## src/rtl/cpu_pkg.sv

```systemverilog
// cpu_pkg
// Shared CPU-wide widths, reset defaults and address/pipeline types.
// Imported by the fetch stage and its adder sub-module.
package cpu_pkg;

    localparam int XLEN    = 64;
    localparam int INSTR_W = 32;

    localparam logic [XLEN-1:0]    RESET_PC_DEF  = 64'h0;
    localparam logic [INSTR_W-1:0] NOP_INSTR_DEF = 32'h0;

    typedef logic [XLEN-1:0]    addr_t;
    typedef logic [INSTR_W-1:0] instr_t;

    // Contents of the IF/ID pipeline register.
    typedef struct packed {
        instr_t instr;
        addr_t  pc;
        logic   valid;
    } ifid_t;

    // Branch immediates are counted in 4-byte instruction words; convert to
    // a byte offset. Bits shifted past the MSB are dropped (modulo 2^XLEN).
    function automatic addr_t word_to_byte(input addr_t words);
        return {words[XLEN-3:0], 2'b00};
    endfunction

endpackage

```

## src/rtl/adder64.sv

```systemverilog
// adder64
// Plain XLEN-bit adder, sum modulo 2^XLEN, no carry-out.
// Ports:
//   a, b : addends
//   sum  : a + b (wraps)
module adder64
    import cpu_pkg::*;
(
    input  logic [XLEN-1:0] a,
    input  logic [XLEN-1:0] b,
    output logic [XLEN-1:0] sum
);

    assign sum = a + b;

endmodule

```

## src/rtl/fetch_stage.sv

```systemverilog
// fetch_stage
// Instruction fetch: PC register, sequential/redirect next-PC selection and
// the IF/ID pipeline register.
// Ports:
//   clk, reset_n   : clock (rising edge), async active-low reset
//   stall          : hold PC and IF/ID this cycle
//   br_taken       : redirect to br_pc + (br_offset << 2); wins over stall
//   br_pc          : PC of the redirecting branch
//   br_offset      : sign-extended branch immediate, in instruction words
//   imem_rdata     : instruction word at imem_addr (combinational memory)
//   imem_addr      : fetch address, straight from the PC register
//   ifid_instr/pc  : registered instruction and its PC
//   ifid_valid     : IF/ID holds a real instruction (0 = bubble)
//   fetch_cnt      : number of instructions loaded into IF/ID (wraps)
module fetch_stage
    import cpu_pkg::*;
#(
    parameter logic [XLEN-1:0]    RESET_PC  = RESET_PC_DEF,
    parameter logic [INSTR_W-1:0] NOP_INSTR = NOP_INSTR_DEF
) (
    input  logic               clk,
    input  logic               reset_n,
    input  logic               stall,
    input  logic               br_taken,
    input  logic [XLEN-1:0]    br_pc,
    input  logic [XLEN-1:0]    br_offset,
    input  logic [INSTR_W-1:0] imem_rdata,
    output logic [XLEN-1:0]    imem_addr,
    output logic [INSTR_W-1:0] ifid_instr,
    output logic [XLEN-1:0]    ifid_pc,
    output logic               ifid_valid,
    output logic [31:0]        fetch_cnt
);

    localparam ifid_t IFID_EMPTY = '{instr: NOP_INSTR, pc: '0, valid: 1'b0};

    addr_t       pc_q, pc_d;
    ifid_t       ifid_q, ifid_d;
    logic [31:0] fetch_cnt_q, fetch_cnt_d;

    addr_t pc_plus4;
    addr_t br_target;
    addr_t br_byte_off;

    assign br_byte_off = word_to_byte(br_offset);

    adder64 u_pc_inc (
        .a   (pc_q),
        .b   (64'd4),
        .sum (pc_plus4)
    );

    adder64 u_br_tgt (
        .a   (br_pc),
        .b   (br_byte_off),
        .sum (br_target)
    );

    // Redirect beats stall: the instruction in IF is on the wrong path, so it
    // is squashed into a bubble instead of being held.
    always_comb begin
        pc_d        = pc_q;
        ifid_d      = ifid_q;
        fetch_cnt_d = fetch_cnt_q;
        if (br_taken) begin
            pc_d   = br_target;
            ifid_d = IFID_EMPTY;
        end else if (!stall) begin
            pc_d         = pc_plus4;
            ifid_d.instr = imem_rdata;
            ifid_d.pc    = pc_q;
            ifid_d.valid = 1'b1;
            fetch_cnt_d  = fetch_cnt_q + 32'd1;
        end
    end

    always_ff @(posedge clk or negedge reset_n) begin
        if (!reset_n) begin
            pc_q        <= RESET_PC;
            ifid_q      <= IFID_EMPTY;
            fetch_cnt_q <= '0;
        end else begin
            pc_q        <= pc_d;
            ifid_q      <= ifid_d;
            fetch_cnt_q <= fetch_cnt_d;
        end
    end

    assign imem_addr  = pc_q;
    assign ifid_instr = ifid_q.instr;
    assign ifid_pc    = ifid_q.pc;
    assign ifid_valid = ifid_q.valid;
    assign fetch_cnt  = fetch_cnt_q;

endmodule

```

## config.mk

```make
export PLATFORM = sky130hd
export DESIGN_NAME = fetch_stage
export DESIGN_NICKNAME = d
export VERILOG_FILES = /design/src/rtl/cpu_pkg.sv /design/src/rtl/adder64.sv /design/src/rtl/fetch_stage.sv
export SDC_FILE = /design/constraint.sdc
export NUM_CORES = 1
export LEC_CHECK = 0
export CORE_MARGIN = 5
export CORE_UTILIZATION = 40
export DETAILED_ROUTE_END_ITERATION = 8
export DONT_BUFFER_PORTS = 1
export GPL_TIMING_DRIVEN = 0
export SETUP_SLACK_MARGIN = 0.5
export SYNTH_ARGS = -nofsm -noshare
export SYNTH_HDL_FRONTEND = slang
export SYNTH_SLANG_ARGS = --single-unit
export TNS_END_PERCENT = 20
```

## constraint.sdc

```tcl
create_clock -name clk -period 3.4 [get_ports clk]
set_clock_uncertainty 0.1 [all_clocks]
set_input_delay 0.34 -clock clk [delete_from_list [all_inputs] [get_ports clk]]
set_output_delay 0.34 -clock clk [all_outputs]
set_load 0.005 [all_outputs]
```

==> results by group <==
Power and ir drop
  – Internal cell power: 4.29 mW
  – Sw frac: 34.9%
  – Sequential power share: 47.6%
  – Sw power: 2.30 mW
  – Gate power share: 22.6%
  – Max IR drop VDD: 249 uV
  – Clk pwr share: 29.8%
  – Pwr/cell area: 470 mW/mm2
  – Leakage power: 6.29 nW

Placed design
  – Port-buffer cells: 0
  – Placed instance area: 0.0130 mm2
  – GPL Wtd Cong: 0.910
  – Post-detail-place hpwl: 30.4 mm

Synthesis
  – Synthesized area: 0.0126 mm2
  – Dominant synthesized flop cell: dfrtp_1
  – Async SR Flop Fraction: 100%
  – Top cell type's share of synthesized area: 38.5%
  – Synth Net Count: 1598
  – Count leader, synth: nor2_1
  – Synth area leaders: dfrtp_1 38%, mux2i_1 8.0%, ha_1 6.3%
  – Yosys cell types: 78
  – Post-synth EDFFs: 0
  – Synth Instances: 1370
  – Leading area contributor after synthesis: dfrtp_1
  – Seq cells post-synth: 193
  – Synthesized area per cell: 9.16 um2
  – Synth warnings: 0
  – Sequential area share after synthesis: 38.5%
  – Top post-synthesis cells by count: 194 x nor2_1, 193 x dfrtp_1, 111 x nand2_1

Drt
  – Drt via density: 5.65
  – Post-route antenna net violation count: 0
  – DRT iter0 DRCs: 592
  – Drt drc: 0
  – Vias: 10400
  – Routed wire per std cell: 21.3 um
  – WL final: 39.1 mm
  – Router iterations before antenna repair: 5

Critical path
  – Delay-heaviest family, CP: simple AND/OR/NAND/NOR gates
  – Most used cell, CP: nand4_1
  – Crit path largest cell delay: 570 ps
  – CP Capture Type: flop
  – WP data arrival: 3020 ps
  – Critical Path RT: 3630 ps
  – Critical path class: reg2reg
  – Critical R2R Launch: imem_addr[28]
  – Crit path launch: imem_addr[28]
  – Critical Path Start Type: flop
  – Crit path max-delay cell type: dfrtp_1
  – Critical path buffer and inverter count: 0
  – Largest fanout on the critical path: 7
  – Cell Chain, Critical Path: nand4_1, nor4_2, nand4_1, nor4_4, nand3_1, xor2_1, nor2_1, a31oi_1, a21oi_2

Min path
  – Hold Path Class: in2async

Timing
  – Final Slew Violations: 0
  – Final min period: 2790 ps
  – Slew @ Worst Pin: 910 ps
  – Min Hold Slack: -502 ps
  – Final setup violation count: 0
  – Peak Freq: 358 MHz
  – Fin crit share: 82.1%
  – Fin. Hold Viols: 193
  – Slew margin rel.: 39.3%
  – RSZ-0062 raised after global routing: yes

Flow run
  – Maxcap violations: 0

Floorplan
  – Core area: 0.0307 mm2
  – Chip height: 187 um
  – Die area: 0.0350 mm2
  – Die X-Extent: 187 um
  – IO Pins: 357
  – Initial Util: 40.8%
  – Row count: 64

Finish
  – Antenna Cells: 0
  – Final instance area: 0.0140 mm2
  – Fin nets: 1654
  – Share of layout cells above drive strength 1: 6.25%
  – Area Overhead vs Synth: 11.7%
  – Fin util: 45.6%
  – Filler cells: 3000

Clock tree
  – CTS Buf Count: 17
  – Clock sinks: 193
  – H-tree levels: 4
  – Worst-Skew Late Latency: 450 ps
  – CTS clk-pin slew, worst paths: 70 ps
  – CTS Hold Buffers Added: 35
  – CTS tree: done
  – Clock Tree Root: clkbuf_16
  – Maximum buffer depth of the clock tree: 2

Outcome
  – Run status: finished, violations left
  – Violated checks: negative hold slack

Global routing
  – Total congestion overflow: 0
  – Vias in the first global route: 10500
  – Global-route wire length before repair: 61.8 mm
  – Initial antenna violation count: 0
  – Largest net degree at the start of global routing: 194
  – GRT Resource Usage Total: 22.1%
power groups by stage:
stage          Clock, mW  Sequential (mW)  Combinational [mW]
6_report            1.96             3.14                1.49
5_1_grt             2.11             3.18                1.67
4_1_cts             2.01             3.14                1.48
3_5_place_dp           0             3.18                1.42
3_3_place_gp           0             3.17                1.41
2_1_floorplan          0             2.92                1.14
cell type report:
cell class / instances / area [um2] / share of cell area [%]
multi-input combinational: 1087 / 7380 / 52.7
sequential: 193 / 4830 / 34.4
tap: 396 / 495 / 3.53
clock buffer: 23 / 468 / 3.34
timing repair buffer: 37 / 365 / 2.61
buffer: 67 / 294 / 2.10
clock inverter: 9 / 97.6 / 0.696
inverter: 23 / 86.3 / 0.616
worst register-to-register path, stage by stage (launching register included):
cell     delay (ps)
dfrtp_1         570
nand4_1         210
nor4_2          390
nand4_1         350
nor4_4          450
nand3_1         140
xor2_1          160
nor2_1           70
a31oi_1         210
a21oi_2          40
per-stage QoR:
stage	setup slack (ps)	setup TNS, ps	instances	total power [mW]
after CTS	545	0	1834	6.62
after global routing	440	0	1835	6.96
after detailed placement	-11.5	-11.5	1766	4.60
final	607	0	1835	6.59
after global placement	4.35	0	1766	4.58
after floorplan	591	0	1370	4.06
per-layer routing:
layer	wire length, um	global-route usage, %	up-vias
li1	-	-	4962
met5	0	0	-
met3	2950	6.66	55
met1	16700	28.4	4984
met2	18500	36.0	362
met4	965	6.54	0
cell usage in the layout, fill, tap and decap left out, types with 5 or more instances in the layout:
master	instances
a211oi_1	5
a21o_1	33
a21oi_1	110
a311oi_1	5
a31oi_1	7
and2_1	9
and3_1	20
and4_1	12
buf_1	15
buf_2	7
buf_4	5
clkbuf_1	43
clkbuf_16	17
dfrtp_1	193
dlygate4sd3_1	35
ha_1	63
inv_1	23
mux2i_1	100
nand2_1	111
nand2b_1	5
nand3_1	41
nand4_1	36
nor2_1	192
nor2_2	5
nor2b_1	12
nor3_1	16
o211ai_1	6
o21a_1	5
o21ai_0	57
o21bai_1	11
xnor2_1	78
xor2_1	66
worst paths after layout:
| check | endpoint | slack, ps | cells past startpoint |
|---|---|---|---|
| setup / recovery | imem_addr[57] | 610 | 9 |
| hold / removal | ifid_instr[11] | -500 | 0 |
| setup reg to reg | imem_addr[57] | 610 | 9 |
| hold reg to reg | fetch_cnt[31] | 400 | 1 |
| max in group asynchronous | imem_addr[13] | 3440 | 0 |
| min in group clk | imem_addr[2] | 110 | 3 |
cells by family (layout without fill, tap and decap cells):
group	Yosys count	in the layout	synth area share, %
flops	193	193	38.5
compound gates	286	286	14.9
mux	104	104	8.33
simple gates	489	489	18.8
xor+xnor	144	144	10.0
buf+inv	90	159	3.03
fa+ha+maj	64	64	6.44
registers in the layout, indices dropped and copies added (netlist names):
name and flops:
ifid_instr 32, fetch_cnt 32, imem_addr 64, ifid_valid 1, ifid_pc 64
what timing repair did:
action	CTS	global route
resized for setup	1	7
hold endpoints to repair	228	193
buffers inserted	1	1
pin swaps	1	6
endpoints found under the setup margin	1	24
Note: power is estimated with default switching activity, not from simulation.
